$ cat config.mk
export PLATFORM = sky130hd
export DESIGN_NAME = fp_mul_arbiter_flat
export DESIGN_NICKNAME = d
export VERILOG_FILES = /design/src/rtl/fp_mul_arbiter_if.sv /design/src/rtl/fp_mul_arbiter.sv /design/src/flat_wrapper.sv
export SDC_FILE = /design/constraint.sdc
export NUM_CORES = 1
export LEC_CHECK = 0
export CORE_AREA = 2 2 154 156
export CTS_CLUSTER_SIZE = 12
export DETAILED_ROUTE_END_ITERATION = 8
export DIE_AREA = 0 0 156 158
export SLEW_MARGIN = 25
export SYNTH_ARGS = -nofsm -noshare
export SYNTH_HDL_FRONTEND = slang
export SYNTH_SLANG_ARGS = --single-unit
$ cat constraint.sdc
create_clock -name clk -period 2 [get_ports clk]
set_input_delay 0.2 -clock clk [delete_from_list [all_inputs] [get_ports clk]]
set_output_delay 0.2 -clock clk [all_outputs]
set_load 0.03 [all_outputs]
$ cat src/rtl/fp_mul_arbiter_if.sv
// Bus between the FP multiply arbiter, its requesters and the shared multiplier.
//   req/req_a/req_b       : requester levels and packed FP32 operands (32 bits per requester)
//   ack/res/res_overflow  : one-hot completion pulse, product and overflow flag
//   grant_id/busy         : index being served, arbiter occupied
//   mul_in1/mul_in2/mul_enable/mul_out/mul_overflow : shared multiplier port
// The slave modport is the arbiter's view; master is the environment's view.
interface fp_mul_arbiter_if #(
    parameter int unsigned NUM_REQ = 4,
    parameter int unsigned IDX_W   = 2
);
    logic [NUM_REQ-1:0]    req;
    logic [NUM_REQ*32-1:0] req_a;
    logic [NUM_REQ*32-1:0] req_b;
    logic [NUM_REQ-1:0]    ack;
    logic [31:0]           res;
    logic                  res_overflow;
    logic [IDX_W-1:0]      grant_id;
    logic                  busy;
    logic [31:0]           mul_in1;
    logic [31:0]           mul_in2;
    logic                  mul_enable;
    logic [31:0]           mul_out;
    logic                  mul_overflow;

    modport slave (
        input  req, req_a, req_b, mul_out, mul_overflow,
        output ack, res, res_overflow, grant_id, busy, mul_in1, mul_in2, mul_enable
    );

    modport master (
        output req, req_a, req_b, mul_out, mul_overflow,
        input  ack, res, res_overflow, grant_id, busy, mul_in1, mul_in2, mul_enable
    );
endinterface

$ cat src/rtl/fp_mul_arbiter.sv
// Round-robin arbiter sharing one FP32 multiplier between NUM_REQ requesters.
// Ports:
//   clk   : rising-edge clock
//   reset : synchronous active-high reset
//   bus   : fp_mul_arbiter_if.slave (requester side and multiplier side)
// A grant latches the winner's operands, holds mul_enable for MUL_LATENCY
// cycles, captures the product and returns it with a one-cycle one-hot ack.
module fp_mul_arbiter #(
    parameter int unsigned NUM_REQ     = 4,
    parameter int unsigned IDX_W       = 2,
    parameter int unsigned MUL_LATENCY = 4,
    parameter int unsigned CNT_W       = 3
) (
    input  logic           clk,
    input  logic           reset,
    fp_mul_arbiter_if.slave bus
);

    typedef enum logic [1:0] {
        IDLE = 2'd0,
        RUN  = 2'd1,
        DONE = 2'd2
    } state_t;

    state_t             state_q, state_d;
    logic [IDX_W-1:0]   rr_ptr_q, rr_ptr_d;
    logic [CNT_W-1:0]   cnt_q, cnt_d;
    logic [NUM_REQ-1:0] ack_q, ack_d;
    logic [31:0]        res_q, res_d;
    logic               res_ovf_q, res_ovf_d;
    logic [IDX_W-1:0]   grant_q, grant_d;
    logic               busy_q, busy_d;
    logic [31:0]        mul_in1_q, mul_in1_d;
    logic [31:0]        mul_in2_q, mul_in2_d;
    logic               mul_en_q, mul_en_d;

    logic [31:0]        op_a [NUM_REQ];
    logic [31:0]        op_b [NUM_REQ];
    logic               win_found;
    logic [IDX_W-1:0]   win_idx;

    // Unpack the flat operand buses into per-requester words.
    for (genvar g = 0; g < NUM_REQ; g++) begin : g_unpack
        assign op_a[g] = bus.req_a[g*32 +: 32];
        assign op_b[g] = bus.req_b[g*32 +: 32];
    end

    // First pending request at or above rr_ptr, wrapping at NUM_REQ-1.
    always_comb begin
        int unsigned sum;
        logic [IDX_W-1:0] idx;
        win_found = 1'b0;
        win_idx   = '0;
        for (int unsigned k = 0; k < NUM_REQ; k++) begin
            sum = int'(rr_ptr_q) + k;
            if (sum >= NUM_REQ) begin
                sum = sum - NUM_REQ;
            end
            idx = IDX_W'(sum);
            if (!win_found && bus.req[idx]) begin
                win_found = 1'b1;
                win_idx   = idx;
            end
        end
    end

    // Next-state and registered-output logic.
    always_comb begin
        state_d   = state_q;
        rr_ptr_d  = rr_ptr_q;
        cnt_d     = cnt_q;
        ack_d     = ack_q;
        res_d     = res_q;
        res_ovf_d = res_ovf_q;
        grant_d   = grant_q;
        busy_d    = busy_q;
        mul_in1_d = mul_in1_q;
        mul_in2_d = mul_in2_q;
        mul_en_d  = mul_en_q;
        case (state_q)
            IDLE: begin
                if (win_found) begin
                    grant_d   = win_idx;
                    mul_in1_d = op_a[win_idx];
                    mul_in2_d = op_b[win_idx];
                    cnt_d     = '0;
                    mul_en_d  = 1'b1;
                    busy_d    = 1'b1;
                    state_d   = RUN;
                end
            end
            RUN: begin
                if (cnt_q == CNT_W'(MUL_LATENCY - 1)) begin
                    res_d     = bus.mul_out;
                    res_ovf_d = bus.mul_overflow;
                    ack_d     = NUM_REQ'(1) << grant_q;
                    mul_en_d  = 1'b0;
                    state_d   = DONE;
                end else begin
                    cnt_d = cnt_q + CNT_W'(1);
                end
            end
            DONE: begin
                ack_d    = '0;
                busy_d   = 1'b0;
                rr_ptr_d = (grant_q == IDX_W'(NUM_REQ - 1)) ? '0 : grant_q + IDX_W'(1);
                state_d  = IDLE;
            end
            default: begin
                state_d = IDLE;
            end
        endcase
    end

    // State and output registers; reset abandons any in-flight multiply.
    always_ff @(posedge clk) begin
        if (reset) begin
            state_q   <= IDLE;
            rr_ptr_q  <= '0;
            cnt_q     <= '0;
            ack_q     <= '0;
            res_q     <= '0;
            res_ovf_q <= 1'b0;
            grant_q   <= '0;
            busy_q    <= 1'b0;
            mul_in1_q <= '0;
            mul_in2_q <= '0;
            mul_en_q  <= 1'b0;
        end else begin
            state_q   <= state_d;
            rr_ptr_q  <= rr_ptr_d;
            cnt_q     <= cnt_d;
            ack_q     <= ack_d;
            res_q     <= res_d;
            res_ovf_q <= res_ovf_d;
            grant_q   <= grant_d;
            busy_q    <= busy_d;
            mul_in1_q <= mul_in1_d;
            mul_in2_q <= mul_in2_d;
            mul_en_q  <= mul_en_d;
        end
    end

    assign bus.ack          = ack_q;
    assign bus.res          = res_q;
    assign bus.res_overflow = res_ovf_q;
    assign bus.grant_id     = grant_q;
    assign bus.busy         = busy_q;
    assign bus.mul_in1      = mul_in1_q;
    assign bus.mul_in2      = mul_in2_q;
    assign bus.mul_enable   = mul_en_q;

endmodule

$ cat src/flat_wrapper.sv
// flat-port wrapper written by rule: the top's interface ports become plain ports
module fp_mul_arbiter_flat 
#(
    parameter int unsigned NUM_REQ     = 4,
    parameter int unsigned IDX_W       = 2,
    parameter int unsigned MUL_LATENCY = 4,
    parameter int unsigned CNT_W       = 3
)
  (clk, reset, bus_req, bus_req_a, bus_req_b, bus_mul_out, bus_mul_overflow, bus_ack, bus_res, bus_res_overflow, bus_grant_id, bus_busy, bus_mul_in1, bus_mul_in2, bus_mul_enable);
  fp_mul_arbiter_if #(.NUM_REQ(NUM_REQ), .IDX_W(IDX_W)) bus_i ();
  input  logic clk;
  input  logic reset;
  input wire logic [$bits(bus_i.req)-1:0] bus_req;
  input wire logic [$bits(bus_i.req_a)-1:0] bus_req_a;
  input wire logic [$bits(bus_i.req_b)-1:0] bus_req_b;
  input wire logic [$bits(bus_i.mul_out)-1:0] bus_mul_out;
  input wire logic [$bits(bus_i.mul_overflow)-1:0] bus_mul_overflow;
  output wire logic [$bits(bus_i.ack)-1:0] bus_ack;
  output wire logic [$bits(bus_i.res)-1:0] bus_res;
  output wire logic [$bits(bus_i.res_overflow)-1:0] bus_res_overflow;
  output wire logic [$bits(bus_i.grant_id)-1:0] bus_grant_id;
  output wire logic [$bits(bus_i.busy)-1:0] bus_busy;
  output wire logic [$bits(bus_i.mul_in1)-1:0] bus_mul_in1;
  output wire logic [$bits(bus_i.mul_in2)-1:0] bus_mul_in2;
  output wire logic [$bits(bus_i.mul_enable)-1:0] bus_mul_enable;
  assign bus_i.req = bus_req;
  assign bus_i.req_a = bus_req_a;
  assign bus_i.req_b = bus_req_b;
  assign bus_i.mul_out = bus_mul_out;
  assign bus_i.mul_overflow = bus_mul_overflow;
  assign bus_ack = bus_i.ack;
  assign bus_res = bus_i.res;
  assign bus_res_overflow = bus_i.res_overflow;
  assign bus_grant_id = bus_i.grant_id;
  assign bus_busy = bus_i.busy;
  assign bus_mul_in1 = bus_i.mul_in1;
  assign bus_mul_in2 = bus_i.mul_in2;
  assign bus_mul_enable = bus_i.mul_enable;
  fp_mul_arbiter #(.NUM_REQ(NUM_REQ), .IDX_W(IDX_W), .MUL_LATENCY(MUL_LATENCY), .CNT_W(CNT_W)) u_core (.clk(clk), .reset(reset), .bus(bus_i));
endmodule
==> results.yml <==
drt:
  m1WireLength_um: 9480
  drtPass1Iterations: 4
  vias_per_cell: 4.54
  totalWireLength_um: 24100
  drt_iter0_drc: 161
  wl_met2_um: 12100
  vias: 5922
  drtAntennaViolNets: 0
  wl_per_cell_um: 18.5
  wl_met3_um: 2320
  drc_errors: 0
  highest_layer: "met4"
logic_synthesis:
  synth_edf_count: 0
  synth-adder-area-share: 0.0121
  synth_top_family_by_area: "multiplexers"
  synth-main-ff-cell: "dfxtp_1"
  synthXorXnorAreaFrac: 0
  synthMuxAreaShare: 0.210
  syn-num-nets: 895
  avgSynthCellArea_um2: 10.4
  synth-seq-cells: 112
  syn_inst: 594
  ys_seq_area_frac: 0.362
  synth_compound_area_frac: 0.206
  ys_types: 32
  yosysWarnings: 0
  synthSimpleGateAreaFrac: 0.132
  syn_area_um2: 6200
  synthArstFlopShare: 0
power_and_ir_drop:
  cellPowerDensity_nw_per_um2: 594
  p_clk_frac: 0.306
  netSwitchingPower_mw: 1.94
  switching_share: 0.298
  power_mw: 6.53
  p_int_mw: 4.58
  peakVddDrop_mv: 0.377
  pwr-share-seq: 0.382
  power.leakage_nw: 3.88
  combPwrFrac: 0.312
clocking:
  cts.repair.resized: 0
  cts_root_buf: "clkbuf_16"
  cts_tree: "built"
  cts_buffer_depth: 2
  postCtsSetupRepairBufs: 0
  cts_buffers: 9
  htreeDepth: 3
  path_clk_slew_ns: 0.08
  clk_latency_ns: 0.36
  holdBufCountCts: 0
  clock-sinks: 112
die:
  die_w_um: 156
  floorplan.initialDensity: 0.269
  dieHeight_um: 158
  pin_count: 400
  rows: 56
  core-area_um2: 23100
  die-area_um2: 24600
timing:
  maxSlewViolCount: 0
  worst_slew_pin_slew_ns: 0.702
  clock_skew_ns: 0.00811
  fin_crit_sh: 0.902
  rsz0062_at_grt: "no"
  relSlewSlack: 0.532
  fin_ws_ns: 0.196
  min_period_ns: 1.80
  hold_viol_final: 0
  max_freq_ghz: 0.554
  setup_viol: 0
grt:
  groute.usage.overall: 0.188
  grt_max_degree: 46
  antenna_found_initial: 4
  first_global_vias: 6065
  grt_overflow: 0
  grt_pass1_wl_um: 35200
placed_design:
  placed_cells: 1281
  dp_hpwl_um: 19100
  pre_cts_ws_ns: -0.214
  gp_congestion: 0.803
  io_buffers: 399
finish:
  final_common_cell: "clkdlybuf4s50_1"
  fin_cells: 1303
  nets: 1303
  fillerInstances: 2175
  utilization: 0.477
  drive_gt1_frac: 0.194
  final_cell_mix: "clkdlybuf4s50_1 (399), mux2i_1 (130), dfxtp_1 (112)"
  area_growth_syn_to_layout_pct: 77.4
job:
  max_cap_viol_count: 0
status:
  outcome: "complete, no violations"
critical_path:
  arrival_ns: 2.05
  start_kind: "register"
  crit_fanout: 25
  endpoint_kind: "register"
  critical_path_class: "reg -> reg"
  worstPathRequired_ns: 2.24
hold_path:
  hold_class: "in -> reg"
-- per-stage QoR --
stage,setup TNS [ns],area (um^2),hold slack (ns)
after detailed placement,-9.28,10700,0.447
after CTS,0,11000,0.355
final,0,11000,0.372
after global routing,0,11000,0.382
after floorplan,0,6200,0.336
after global placement,-7.66,10700,0.441
-- flip-flops by register name (all words and copies together) (netlist names) --
signal and flops:
u_core.bus.ack 4, u_core.state_q 2, u_core.rr_ptr_q 2, u_core.bus.mul_in1 32, u_core.bus.grant_id 2, u_core.bus.mul_enable 1
u_core.bus.mul_in2 32, u_core.bus.res_overflow 1, u_core.cnt_q 3, u_core.bus.res 32, u_core.bus.busy 1
-- critical path, cell delays in order (launching register included) --
cell and delay (ns):
dfxtp_1 0.36, a21oi_1 0.15, o21ai_1 0.12, a21oi_4 0.24, buf_12 0.24, buf_12 0.20
mux2i_1 0.25, o221ai_2 0.11
-- synthesized netlist by cell type (2+ instances only) --
library cell / instances / share of area
buf_4: 9 / 0.011
o221ai_1: 4 / 0.0057
inv_1: 6 / 0.0036
buf_2: 11 / 0.0089
a21oi_1: 43 / 0.035
buf_6: 2 / 0.0036
ha_1: 6 / 0.012
nand2b_1: 3 / 0.0030
nand2_2: 61 / 0.062
nor2_1: 13 / 0.0079
o21ai_0: 4 / 0.0032
buf_12: 13 / 0.042
clkbuf_1: 14 / 0.0085
o221ai_2: 60 / 0.15
nand3_1: 2 / 0.0016
or2_2: 2 / 0.0020
mux2i_1: 130 / 0.21
a22oi_1: 5 / 0.0061
nand2_1: 82 / 0.050
dfxtp_1: 112 / 0.36
-- routing by layer --
metal,up-vias,track usage
met4,0,0.0594
met2,223,0.335
met3,16,0.0649
met1,2708,0.212
li1,2975,-
met5,-,0
-- cells by family after synthesis --
| logic type | after synthesis |
|---|---|
| simple gates | 168 |
| buf+inv | 56 |
| mux | 130 |
| flops | 112 |
| compound gates | 122 |
| fa+ha+maj | 6 |
-- layout make-up --
class	count	area [um^2]	area share
timing repair buffer	446	4530	0.412
tap	290	363	0.0330
clock buffer	11	253	0.0230
clock inverter	5	67.6	0.00614
multi-input combinational	426	3490	0.318
antenna	6	15.0	0.00137
sequential	112	2240	0.204
inverter	7	26.3	0.00239
-- power groups by stage --
stage / clock [mW] / combinational, mW / sequential [mW]
6_report: 2.00 / 2.03 / 2.50
3_5_place_dp: 0 / 2.05 / 2.55
4_1_cts: 2.09 / 2.06 / 2.50
2_1_floorplan: 0 / 0.694 / 2.83
3_3_place_gp: 0 / 2.05 / 2.55
5_1_grt: 2.15 / 2.15 / 2.52
-- worst paths after layout --
check,start,endpoint,slack [ns],cells after the start
worst max-delay path,u_core.rr_ptr_q[1],u_core.bus.mul_in2[1],0.20,7
worst min-delay path,bus_mul_out[27],u_core.bus.res[27],0.37,3
worst max register to register,u_core.rr_ptr_q[1],u_core.bus.mul_in2[1],0.20,7
worst min register to register,u_core.bus.res[6],u_core.bus.res[6],0.45,2
Note: power is estimated with default switching activity, not from simulation.
